<file path="src/rtl/dsp_mac_pkg.sv">
// Shared state encoding, default widths and pipeline-latency helper for the
// DSP MAC sequencer slice.
package dsp_mac_pkg;

  typedef enum logic [1:0] {
    IDLE  = 2'd0,
    ACCUM = 2'd1,
    FLUSH = 2'd2,
    DONE  = 2'd3
  } state_t;

  localparam int DEF_A_WIDTH   = 18;
  localparam int DEF_B_WIDTH   = 18;
  localparam int DEF_ACC_WIDTH = 48;

  function automatic int pipe_latency(input int areg, input int breg, input int mreg);
    return ((areg > breg) ? areg : breg) + mreg;
  endfunction

endpackage

</file>
<file path="src/rtl/dsp_mac_sequencer_if.sv">
// Operand/result handshake bundle of the MAC sequencer; master drives operands
// and consumes the result, slave is the sequencer.
interface dsp_mac_sequencer_if
  import dsp_mac_pkg::*;
#(
  parameter int A_WIDTH   = DEF_A_WIDTH,
  parameter int B_WIDTH   = DEF_B_WIDTH,
  parameter int ACC_WIDTH = DEF_ACC_WIDTH,
  parameter int CNT_WIDTH = 16
);
  logic                        START;
  logic [CNT_WIDTH-1:0]        LEN;
  logic                        IN_VALID;
  logic                        IN_READY;
  logic signed [A_WIDTH-1:0]   A;
  logic signed [B_WIDTH-1:0]   B;
  logic                        OUT_VALID;
  logic                        OUT_READY;
  logic signed [ACC_WIDTH-1:0] P_OUT;
  logic                        OVF;
  logic                        BUSY;

  modport master (
    output START, LEN, IN_VALID, A, B, OUT_READY,
    input  IN_READY, OUT_VALID, P_OUT, OVF, BUSY
  );

  modport slave (
    input  START, LEN, IN_VALID, A, B, OUT_READY,
    output IN_READY, OUT_VALID, P_OUT, OVF, BUSY
  );
endinterface

</file>
<file path="src/rtl/mac_pipe_stage.sv">
// Data register with a valid tag; REG=0 turns it into a combinational pass-through.
module mac_pipe_stage #(
  parameter int WIDTH = 18,
  parameter int REG   = 1
) (
  input  logic             CLK,
  input  logic             RST,
  input  logic [WIDTH-1:0] d,
  input  logic             d_tag,
  output logic [WIDTH-1:0] q,
  output logic             q_tag
);
  if (REG != 0) begin : g_reg
    always_ff @(posedge CLK or posedge RST) begin
      if (RST) begin
        q     <= '0;
        q_tag <= 1'b0;
      end else begin
        q     <= d;
        q_tag <= d_tag;
      end
    end
  end else begin : g_bypass
    logic unused_clk_rst;
    assign unused_clk_rst = CLK ^ RST;
    assign q     = d;
    assign q_tag = d_tag;
  end
endmodule

</file>
<file path="src/rtl/dsp_mac_sequencer.sv">
// Streaming MAC sequencer: accepts LEN signed pairs, returns one accumulated word.
// Build option: DSP_MAC_SAT_EN clamps the accumulator on signed overflow instead of wrapping.
//
// state | meaning
// IDLE  | waiting for START
// ACCUM | accepting operand pairs
// FLUSH | draining in-flight products
// DONE  | result held until OUT_READY
module dsp_mac_sequencer
  import dsp_mac_pkg::*;
#(
  parameter int A_WIDTH   = DEF_A_WIDTH,
  parameter int B_WIDTH   = DEF_B_WIDTH,
  parameter int ACC_WIDTH = DEF_ACC_WIDTH,
  parameter int AREG      = 1,
  parameter int BREG      = 1,
  parameter int MREG      = 1,
  parameter int CNT_WIDTH = 16
) (
  input logic                CLK,
  input logic                RST,
  dsp_mac_sequencer_if.slave bus
);
  localparam int OP_LAT  = pipe_latency(AREG, BREG, 0);
  localparam int P_WIDTH = A_WIDTH + B_WIDTH;

  state_t                      state, state_nxt;
  logic                        start_acc, fire, last_beat, pipe_busy;
  logic [CNT_WIDTH-1:0]        len_q, beat_cnt;
  logic [A_WIDTH-1:0]          a_q, a_al;
  logic [B_WIDTH-1:0]          b_q, b_al;
  logic                        a_tag, b_tag, a_al_tag, b_al_tag, m_tag;
  logic signed [P_WIDTH-1:0]   prod;
  logic [P_WIDTH-1:0]          m_q;
  logic signed [ACC_WIDTH-1:0] acc, prod_ext, sum, acc_nxt;
  logic                        ovf, ovf_now;

  assign fire      = bus.IN_VALID && (state == ACCUM);
  assign last_beat = (beat_cnt + CNT_WIDTH'(1)) == len_q;

  mac_pipe_stage #(.WIDTH(A_WIDTH), .REG(AREG)) u_a_reg (
    .CLK(CLK), .RST(RST), .d(bus.A), .d_tag(fire), .q(a_q), .q_tag(a_tag));
  mac_pipe_stage #(.WIDTH(B_WIDTH), .REG(BREG)) u_b_reg (
    .CLK(CLK), .RST(RST), .d(bus.B), .d_tag(fire), .q(b_q), .q_tag(b_tag));

  // The shallower operand path picks up the missing stage so pairs stay aligned.
  mac_pipe_stage #(.WIDTH(A_WIDTH), .REG(OP_LAT - AREG)) u_a_align (
    .CLK(CLK), .RST(RST), .d(a_q), .d_tag(a_tag), .q(a_al), .q_tag(a_al_tag));
  mac_pipe_stage #(.WIDTH(B_WIDTH), .REG(OP_LAT - BREG)) u_b_align (
    .CLK(CLK), .RST(RST), .d(b_q), .d_tag(b_tag), .q(b_al), .q_tag(b_al_tag));

  assign prod = $signed(a_al) * $signed(b_al);

  mac_pipe_stage #(.WIDTH(P_WIDTH), .REG(MREG)) u_m_reg (
    .CLK(CLK), .RST(RST), .d(prod), .d_tag(a_al_tag & b_al_tag), .q(m_q), .q_tag(m_tag));

  assign pipe_busy = a_tag | b_tag | a_al_tag | b_al_tag | m_tag;

  assign prod_ext = ACC_WIDTH'($signed(m_q));
  assign sum      = acc + prod_ext;
  assign ovf_now  = (acc[ACC_WIDTH-1] == prod_ext[ACC_WIDTH-1]) &&
                    (sum[ACC_WIDTH-1] != acc[ACC_WIDTH-1]);

`ifdef DSP_MAC_SAT_EN
  localparam logic signed [ACC_WIDTH-1:0] ACC_MAX = {1'b0, {(ACC_WIDTH-1){1'b1}}};
  localparam logic signed [ACC_WIDTH-1:0] ACC_MIN = {1'b1, {(ACC_WIDTH-1){1'b0}}};
  assign acc_nxt = !ovf_now ? sum : (acc[ACC_WIDTH-1] ? ACC_MIN : ACC_MAX);
`else
  assign acc_nxt = sum;
`endif

  always_ff @(posedge CLK or posedge RST) begin
    if (RST) state <= IDLE;
    else     state <= state_nxt;
  end

  always_comb begin
    state_nxt = state;
    start_acc = 1'b0;
    unique case (state)
      IDLE: if (bus.START) begin
        start_acc = 1'b1;
        state_nxt = (bus.LEN == '0) ? DONE : ACCUM;
      end
      ACCUM:   if (fire && last_beat) state_nxt = FLUSH;
      FLUSH:   if (!pipe_busy)        state_nxt = DONE;
      DONE:    if (bus.OUT_READY)     state_nxt = IDLE;
      default: state_nxt = IDLE;
    endcase
  end

  always_ff @(posedge CLK or posedge RST) begin
    if (RST) begin
      len_q    <= '0;
      beat_cnt <= '0;
    end else if (start_acc) begin
      len_q    <= bus.LEN;
      beat_cnt <= '0;
    end else if (fire) begin
      beat_cnt <= beat_cnt + CNT_WIDTH'(1);
    end
  end

  always_ff @(posedge CLK or posedge RST) begin
    if (RST) begin
      acc <= '0;
      ovf <= 1'b0;
    end else if (start_acc) begin
      acc <= '0;
      ovf <= 1'b0;
    end else if (m_tag) begin
      acc <= acc_nxt;
      if (ovf_now) ovf <= 1'b1;
    end
  end

  assign bus.IN_READY  = (state == ACCUM);
  assign bus.OUT_VALID = (state == DONE);
  assign bus.BUSY      = (state != IDLE);
  assign bus.P_OUT     = acc;
  assign bus.OVF       = ovf;
endmodule
</file>
<file path="src/flat_wrapper.sv">
// flat-port wrapper written by rule: the top's interface ports become plain ports
module dsp_mac_sequencer_flat import dsp_mac_pkg::*;
#(
  parameter int A_WIDTH   = DEF_A_WIDTH,
  parameter int B_WIDTH   = DEF_B_WIDTH,
  parameter int ACC_WIDTH = DEF_ACC_WIDTH,
  parameter int AREG      = 1,
  parameter int BREG      = 1,
  parameter int MREG      = 1,
  parameter int CNT_WIDTH = 16
)
  (CLK, RST, bus_START, bus_LEN, bus_IN_VALID, bus_A, bus_B, bus_OUT_READY, bus_IN_READY, bus_OUT_VALID, bus_P_OUT, bus_OVF, bus_BUSY);
  dsp_mac_sequencer_if #(.A_WIDTH(A_WIDTH), .B_WIDTH(B_WIDTH), .ACC_WIDTH(ACC_WIDTH), .CNT_WIDTH(CNT_WIDTH)) bus_i ();
  input logic CLK;
  input logic RST;
  input wire logic [$bits(bus_i.START)-1:0] bus_START;
  input wire logic [$bits(bus_i.LEN)-1:0] bus_LEN;
  input wire logic [$bits(bus_i.IN_VALID)-1:0] bus_IN_VALID;
  input wire logic [$bits(bus_i.A)-1:0] bus_A;
  input wire logic [$bits(bus_i.B)-1:0] bus_B;
  input wire logic [$bits(bus_i.OUT_READY)-1:0] bus_OUT_READY;
  output wire logic [$bits(bus_i.IN_READY)-1:0] bus_IN_READY;
  output wire logic [$bits(bus_i.OUT_VALID)-1:0] bus_OUT_VALID;
  output wire logic [$bits(bus_i.P_OUT)-1:0] bus_P_OUT;
  output wire logic [$bits(bus_i.OVF)-1:0] bus_OVF;
  output wire logic [$bits(bus_i.BUSY)-1:0] bus_BUSY;
  assign bus_i.START = bus_START;
  assign bus_i.LEN = bus_LEN;
  assign bus_i.IN_VALID = bus_IN_VALID;
  assign bus_i.A = bus_A;
  assign bus_i.B = bus_B;
  assign bus_i.OUT_READY = bus_OUT_READY;
  assign bus_IN_READY = bus_i.IN_READY;
  assign bus_OUT_VALID = bus_i.OUT_VALID;
  assign bus_P_OUT = bus_i.P_OUT;
  assign bus_OVF = bus_i.OVF;
  assign bus_BUSY = bus_i.BUSY;
  dsp_mac_sequencer #(.A_WIDTH(A_WIDTH), .B_WIDTH(B_WIDTH), .ACC_WIDTH(ACC_WIDTH), .AREG(AREG), .BREG(BREG), .MREG(MREG), .CNT_WIDTH(CNT_WIDTH)) u_core (.CLK(CLK), .RST(RST), .bus(bus_i));
endmodule
</file>
<file path="config.mk">
export PLATFORM = sky130hd
export DESIGN_NAME = dsp_mac_sequencer_flat
export DESIGN_NICKNAME = d
export VERILOG_FILES = /design/src/rtl/dsp_mac_pkg.sv /design/src/rtl/dsp_mac_sequencer_if.sv /design/src/rtl/mac_pipe_stage.sv /design/src/rtl/dsp_mac_sequencer.sv /design/src/flat_wrapper.sv
export SDC_FILE = /design/constraint.sdc
export NUM_CORES = 1
export LEC_CHECK = 0
export CAP_MARGIN = 20
export CELL_PAD_IN_SITES_DETAIL_PLACEMENT = 0
export CELL_PAD_IN_SITES_GLOBAL_PLACEMENT = 1
export CORE_MARGIN = 3
export CORE_UTILIZATION = 49
export DETAILED_ROUTE_END_ITERATION = 16
export PLACE_DENSITY = 0.88
export SLEW_MARGIN = 40
export SYNTH_ARGS = -nofsm -noshare
export SYNTH_HDL_FRONTEND = slang
export SYNTH_SLANG_ARGS = --single-unit
</file>
<file path="constraint.sdc">
create_clock -name CLK -period 7.29 [get_ports CLK]
set_clock_uncertainty 0.05 [all_clocks]
set_input_delay 1.458 -clock CLK [delete_from_list [all_inputs] [get_ports CLK]]
set_output_delay 1.458 -clock CLK [all_outputs]
set_load 0.01 [all_outputs]
</file>
==> flow_summary_export.csv, run 1 <==
group,metric,value,unit
floorplanning,dieArea,44610,µm²
sta,rsz0062_at_grt,"false",
floorplanning,dieHeight,211.2,µm
sta,finalSetupTns,0,ns
sta,setup_viol,0,
floorplanning,io_pins,109,
floorplanning,core,41200,µm²
worst_setup_path,worstSetupStartpointType,"flip-flop",
sta,slew_viol_final,0,
drt,drc,0,
yosys,dominantRegCellSynth,"dfrtp_1",
placement,gp_congestion,0.9227,
worst_setup_path,crit_type,"flip-flop to flip-flop",
grt,grt.overflow.total,0,
yosys,synth_nets,2740,
yosys,ys_ff_latch,157,
cells_and_area,n_antenna_cell,0,
clocking,post_cts_resized,0,
yosys,synth_area_per_cell,9.349,µm²
clocking,ctsHoldBuffers,0,
cells_and_area,final_area,22840,µm²
sta,setup_slack,0.5159,ns
hold_path,min_to,"u_core.u_m_reg.q_tag$_DFF_PP0_",
placement,hpwl,40030,µm
floorplanning,row_count,74,
clocking,clockBufferDepth,2,
floorplanning,die_width,211.2,µm
worst_setup_path,cp_max_fo,18,
drt,avgViaCountPerCell,5.341,
placement,place_ws,0.4894,ns
worst_setup_path,timing.rr.start,"u_core.u_a_reg.q[11]$_DFF_PP0_",
drt,first_pass_iters,5,
yosys,syn_area,20630,µm²
cells_and_area,fill_cells,3647,
cells_and_area,drive_gt1_frac,0.03268,
cells_and_area,multi_input_area,14810,µm²
floorplanning,initial_core_util,0.5008,
grt,antenna_found_initial,0,
worst_setup_path,cp.required,7.63,ns
sta,fin_crit_sh,0.9292,
drt,num_vias,15100,
drt,first_iter_violations,924,
placement,placed_cell_area,22220,µm²
clocking,clk_pin_slew_worst_paths,0.08,ns
cells_and_area,final_core_util,0.5543,
yosys,yosysWarningCount,0,
cells_and_area,syn_to_final_growth,10.70,%
clocking,cts_inserted_buffers,17,
grt,grt_first_pass_wirelength,81320,µm
grt,track_usage,0.2311,
hold_path,holdCritPathClass,"flip-flop to flip-flop",
worst_setup_path,rrSetupSlack,0.52,ns
status,status,"finished, final reports clean",
hold_path,worstHoldStart,"u_core.u_a_reg.q_tag$_DFF_PP0_",
placement,port_buffers,108,
sta,worst_pin_slew,0.8055,ns
grt,grt_max_degree,100,
yosys,synth_cells,2207,
yosys,async_flop_share,1.000,
clocking,clk_latency,0.50,ns
drt,drtAntennaViolNets,0,
yosys,ys_top_cells_by_area,"fa_1, dfrtp_1, ha_1, inv_1, and2_1",
clocking,htree_levels,4,
worst_setup_path,worstSetupEndpointType,"flip-flop",
yosys,synth_top_area_cell,"fa_1",
job,drv_cap,0,
cells_and_area,ff_latch_area,3930,µm²
worst_setup_path,reg2regPathDepth,21,
drt,wire_per_inst,17.46,µm
hold_path,min_path_cells,0,
yosys,synth_edf_count,0,
yosys,synth_top_area_frac,0.3202,
clocking,clock-root-buffer,"clkbuf_16",
worst_setup_path,reg2reg_to,"u_core.u_m_reg.q[35]$_DFF_PP0_",
worst_setup_path,crit_arrival,7.11,ns
drt,routed_wl,49360,µm
yosys,synth_cell_types,77,
cells_and_area,nNetsFinal,2815,
clocking,post_cts.repair.setup_buffers,0,
sta,fmax,147.6,MHz
sta,hold_viol,0,
yosys,yosysSeqAreaShare,0.1904,
clocking,cts_tree,"done",
sta,slew_headroom,0.4630,
clocking,clock-sinks,157,
sta,period_minus_slack,6.774,ns
grt,grt_pass1_vias,15490,
[cell usage after synthesis, types with 12 or more instances]
master    count
nand3_1      20
or3_1        17
nor3_1       20
mux2i_1      30
clkbuf_1     61
nand2b_1     13
inv_1       415
dfrtp_1     157
nor2_1      101
fa_1        330
o21a_1       14
xor2_1       29
and3_1       13
xnor2_1      66
o21ai_0      47
and2_1      167
a21o_1       30
o21bai_1     16
nand2_1     267
a21oi_1      84
ha_1        146
nand4_1      12
[sequential cells by signal (all words and copies together) (netlist names)]
signal and flops:
u_core.beat_cnt 16, u_core.bus.OVF 1, u_core.bus.P_OUT 48, u_core.len_q 16
u_core.state 2, u_core.u_a_reg.q 18, u_core.u_a_reg.q_tag 1, u_core.u_b_reg.q 18
u_core.u_m_reg.q 36, u_core.u_m_reg.q_tag 1
[final cells by class]
| type | instances | area share |
|---|---|---|
| Sequential cell | 157 | 0.1721 |
| Timing Repair Buffer | 130 | 0.05456 |
| Multi-Input combinational cell | 1560 | 0.6485 |
| Clock buffer | 17 | 0.01863 |
| Tap cell | 532 | 0.02914 |
| Clock inverter | 15 | 0.008382 |
| Inverter | 416 | 0.06870 |
[logic make-up (layout without fill, tap and decap cells)]
| family | count (synthesis) | count (layout) | share of synthesized area |
|---|---|---|---|
| xor gates and xnor gates | 95 | 95 | 0.04033 |
| and+or+nand+nor | 673 | 673 | 0.1603 |
| DFF | 157 | 157 | 0.1904 |
| adders and majority gates | 476 | 476 | 0.4087 |
| muxes | 32 | 32 | 0.01565 |
| buffers and inverters | 490 | 578 | 0.09181 |
| AOI/OAI and AO/OA | 284 | 284 | 0.09279 |
[worst max path at each step]
stage / start / endpoint / slack, ns
final: u_core.u_a_reg.q[11]$_DFF_PP0_ / u_core.u_m_reg.q[35]$_DFF_PP0_ / 0.52
after global placement: u_core.u_a_reg.q[11]$_DFF_PP0_ / u_core.u_m_reg.q[33]$_DFF_PP0_ / 0.61
after floorplan: u_core.u_a_reg.q[17]$_DFF_PP0_ / u_core.u_m_reg.q[33]$_DFF_PP0_ / 1.07
after CTS: u_core.u_a_reg.q[11]$_DFF_PP0_ / u_core.u_m_reg.q[35]$_DFF_PP0_ / 0.47
after global routing: u_core.u_a_reg.q[11]$_DFF_PP0_ / u_core.u_m_reg.q[35]$_DFF_PP0_ / 0.08
after detailed placement: u_core.u_a_reg.q[11]$_DFF_PP0_ / u_core.u_m_reg.q[35]$_DFF_PP0_ / 0.49
[layout by cell type, fill, tap and decap left out, drive strengths merged, types with 29 or more instances in the layout]
cell,count
inv,423
nand2,267
xor2,29
ha,146
o21ai,50
mux2i,30
xnor2,66
nor2,101
a21o,31
a21oi,84
clkdlybuf4s50,108
and2,167
dfrtp,157
fa,330
[through the flow]
stage               hold slack (ns)  std cells
floorplan                    0.2988       2207
global placement             0.3431       2795
detailed placement           0.3541       2795
CTS                          0.3755       2827
global route                 0.3898       2827
finish                       0.3786       2827
[worst max-delay path, stage by stage (launching register included)]
cell and delay, ns:
dfrtp_1 0.87, nand2_1 0.18, fa_1 0.55, fa_1 0.52, fa_1 0.51, inv_1 0.06
fa_1 0.50, fa_1 0.49, inv_1 0.05, fa_1 0.47, inv_1 0.04, ha_1 0.31
and3_1 0.22, a31oi_1 0.16, o21ai_0 0.14, a2111oi_0 0.32, buf_4 0.18, a21oi_1 0.08
o22a_1 0.24, a211oi_1 0.37, nor3_1 0.11, nor3b_1 0.24
[per-layer routing]
layer | share of wire | GRT usage | vias to the layer above
met5 | 0 | 0 | -
met4 | 0.025 | 0.06836 | 0
met3 | 0.059 | 0.04693 | 73
met2 | 0.47 | 0.3704 | 416
met1 | 0.45 | 0.3212 | 7519
li1 | - | - | 7090
Power of run 1 is left out: the tool's default activity adds up to more than one toggle a clock period on the data nets, which glitch-free logic cannot reach.
==> inputs of run 2 (changes only) <==
--- a/config.mk
+++ b/config.mk
@@ -11,6 +11,7 @@
 export CORE_MARGIN = 3
 export CORE_UTILIZATION = 49
 export DETAILED_ROUTE_END_ITERATION = 16
+export MAX_ROUTING_LAYER = met4
 export PLACE_DENSITY = 0.88
 export SLEW_MARGIN = 40
 export SYNTH_ARGS = -nofsm -noshare
==> flow_summary_export.csv, run 2 (same netlist as run 1, synthesis figures left out) <==
group,metric,value,unit
grt,grt_first_pass_wirelength,81410,µm
worst_setup_path,critical_path.endpoint,"u_core.u_m_reg.q[33]$_DFF_PP0_",
placement,port_buffers,108,
sta,period_minus_slack,6.815,ns
clocking,clk_pin_slew_worst_paths,0.08,ns
placement,placed_cell_area,22210,µm²
grt,track_usage,0.2386,
drt,drc,0,
sta,finalSetupTns,0,ns
cells_and_area,final_area,22870,µm²
sta,rsz0062_at_grt,"false",
floorplanning,core,41200,µm²
floorplanning,die_width,211.2,µm
grt,grt.overflow.total,0,
sta,timing.hold.ws,0.3679,ns
worst_setup_path,cp_max_fo,18,
grt,antenna_found_initial,0,
clocking,ctsHoldBuffers,0,
worst_setup_path,cp.required,7.60,ns
cells_and_area,mostFrequentLayoutCell,"inv_1",
worst_setup_path,reg2regPathDepth,20,
job,drv_cap,0,
worst_setup_path,worstSetupStartpointType,"flip-flop",
floorplanning,row_count,74,
clocking,post_cts_resized,0,
clocking,post_cts.repair.setup_buffers,0,
grt,grt_max_degree,100,
drt,routed_wl,49860,µm
drt,first_iter_violations,955,
placement,placed_cells,2794,
drt,wire_per_inst,17.64,µm
status,status,"finished, final reports clean",
worst_setup_path,worstSetupEndpointType,"flip-flop",
clocking,clock-sinks,157,
clocking,cts_tree,"done",
cells_and_area,fill_cells,3681,
sta,setup_viol,0,
floorplanning,io_pins,109,
placement,gp_congestion,0.9155,
worst_setup_path,crit_arrival,7.12,ns
cells_and_area,largest_reg_flops,48,
sta,hold_viol,0,
sta,slew_headroom,0.4865,
drt,num_vias,15120,
cells_and_area,drive_gt1_frac,0.03312,
worst_setup_path,rrSetupSlack,0.48,ns
clocking,clock-root-buffer,"clkbuf_16",
floorplanning,dieHeight,211.2,µm
grt,grt_pass1_vias,15550,
cells_and_area,instances_no_fill,2827,
sta,slew_viol_final,0,
sta,fin_crit_sh,0.9348,
floorplanning,dieArea,44610,µm²
cells_and_area,syn_to_final_growth,10.83,%
placement,hpwl,40550,µm
drt,avgViaCountPerCell,5.347,
cells_and_area,ff_latch_area,3930,µm²
clocking,clk_latency,0.50,ns
clocking,cts_inserted_buffers,17,
sta,worst_pin_slew,0.7702,ns
worst_setup_path,reg2reg_to,"u_core.u_m_reg.q[33]$_DFF_PP0_",
worst_setup_path,crit_type,"flip-flop to flip-flop",
clocking,clockBufferDepth,2,
sta,fmax,146.7,MHz
clocking,htree_levels,4,
cells_and_area,final_cell_mix,"inv_1, fa_1, nand2_1, and2_1, dfrtp_1",
cells_and_area,multi_input_area,14810,µm²
hold_path,holdCritPathClass,"flip-flop to flip-flop",
drt,drtAntennaViolNets,0,
cells_and_area,n_antenna_cell,0,
cells_and_area,nNetsFinal,2815,
drt,first_pass_iters,5,
floorplanning,initial_core_util,0.5008,
worst_setup_path,timing.rr.start,"u_core.u_b_reg.q[0]$_DFF_PP0_",
worst_setup_path,critPathLaunch,"u_core.u_b_reg.q[0]$_DFF_PP0_",
## run 2: stage by stage
stage | util | setup WS [ns]
CTS | 0.5543 | 0.5029
finish | 0.5550 | 0.4751
detailed placement | 0.5391 | 0.5346
global route | 0.5550 | 0.1132
floorplan | - | 1.066
global placement | 0.5391 | 0.6614
## run 2: worst min-delay path by stage
stage	from	end	slack, ns	cells past startpoint
after global placement	u_core.u_a_reg.q_tag$_DFF_PP0_	u_core.u_m_reg.q_tag$_DFF_PP0_	0.35	0
after global routing	u_core.u_a_reg.q_tag$_DFF_PP0_	u_core.u_m_reg.q_tag$_DFF_PP0_	0.39	0
after detailed placement	u_core.u_a_reg.q_tag$_DFF_PP0_	u_core.u_m_reg.q_tag$_DFF_PP0_	0.36	0
after CTS	u_core.u_a_reg.q_tag$_DFF_PP0_	u_core.u_m_reg.q_tag$_DFF_PP0_	0.38	0
after floorplan	u_core.u_a_reg.q_tag$_DFF_PP0_	u_core.u_m_reg.q_tag$_DFF_PP0_	0.30	0
final	u_core.u_a_reg.q_tag$_DFF_PP0_	u_core.u_m_reg.q_tag$_DFF_PP0_	0.37	0
## run 2: area by class of cell
type / count / share of cell area
Clock buffer: 17 / 0.01860
Clock inverter: 15 / 0.008700
Inverter: 416 / 0.06861
Multi-Input combinational cell: 1560 / 0.6477
Sequential cell: 157 / 0.1719
Tap cell: 532 / 0.02911
Timing Repair Buffer: 130 / 0.05537
## run 2: metal layers
layer,vias to the layer above,part of all wire,global-route usage
met3,88,0.060,0.05763
met2,394,0.47,0.3679
met4,0,0.031,0.07852
li1,7073,-,-
met5,-,0,-
met1,7561,0.44,0.3132
## run 2: critical path: stages, from the launching register on
cell	delay, ns
dfrtp_1	0.59
nand2_1	0.20
inv_1	0.10
fa_1	0.59
inv_1	0.14
fa_1	0.53
inv_1	0.06
ha_1	0.45
inv_1	0.25
fa_1	0.54
inv_1	0.06
fa_1	0.55
fa_1	0.41
ha_1	0.34
and2_1	0.18
or3_1	0.30
or3_1	0.35
o22a_1	0.25
a211oi_1	0.41
o31ai_1	0.15
xor2_1	0.15
Power of run 2 is left out for the same reason.
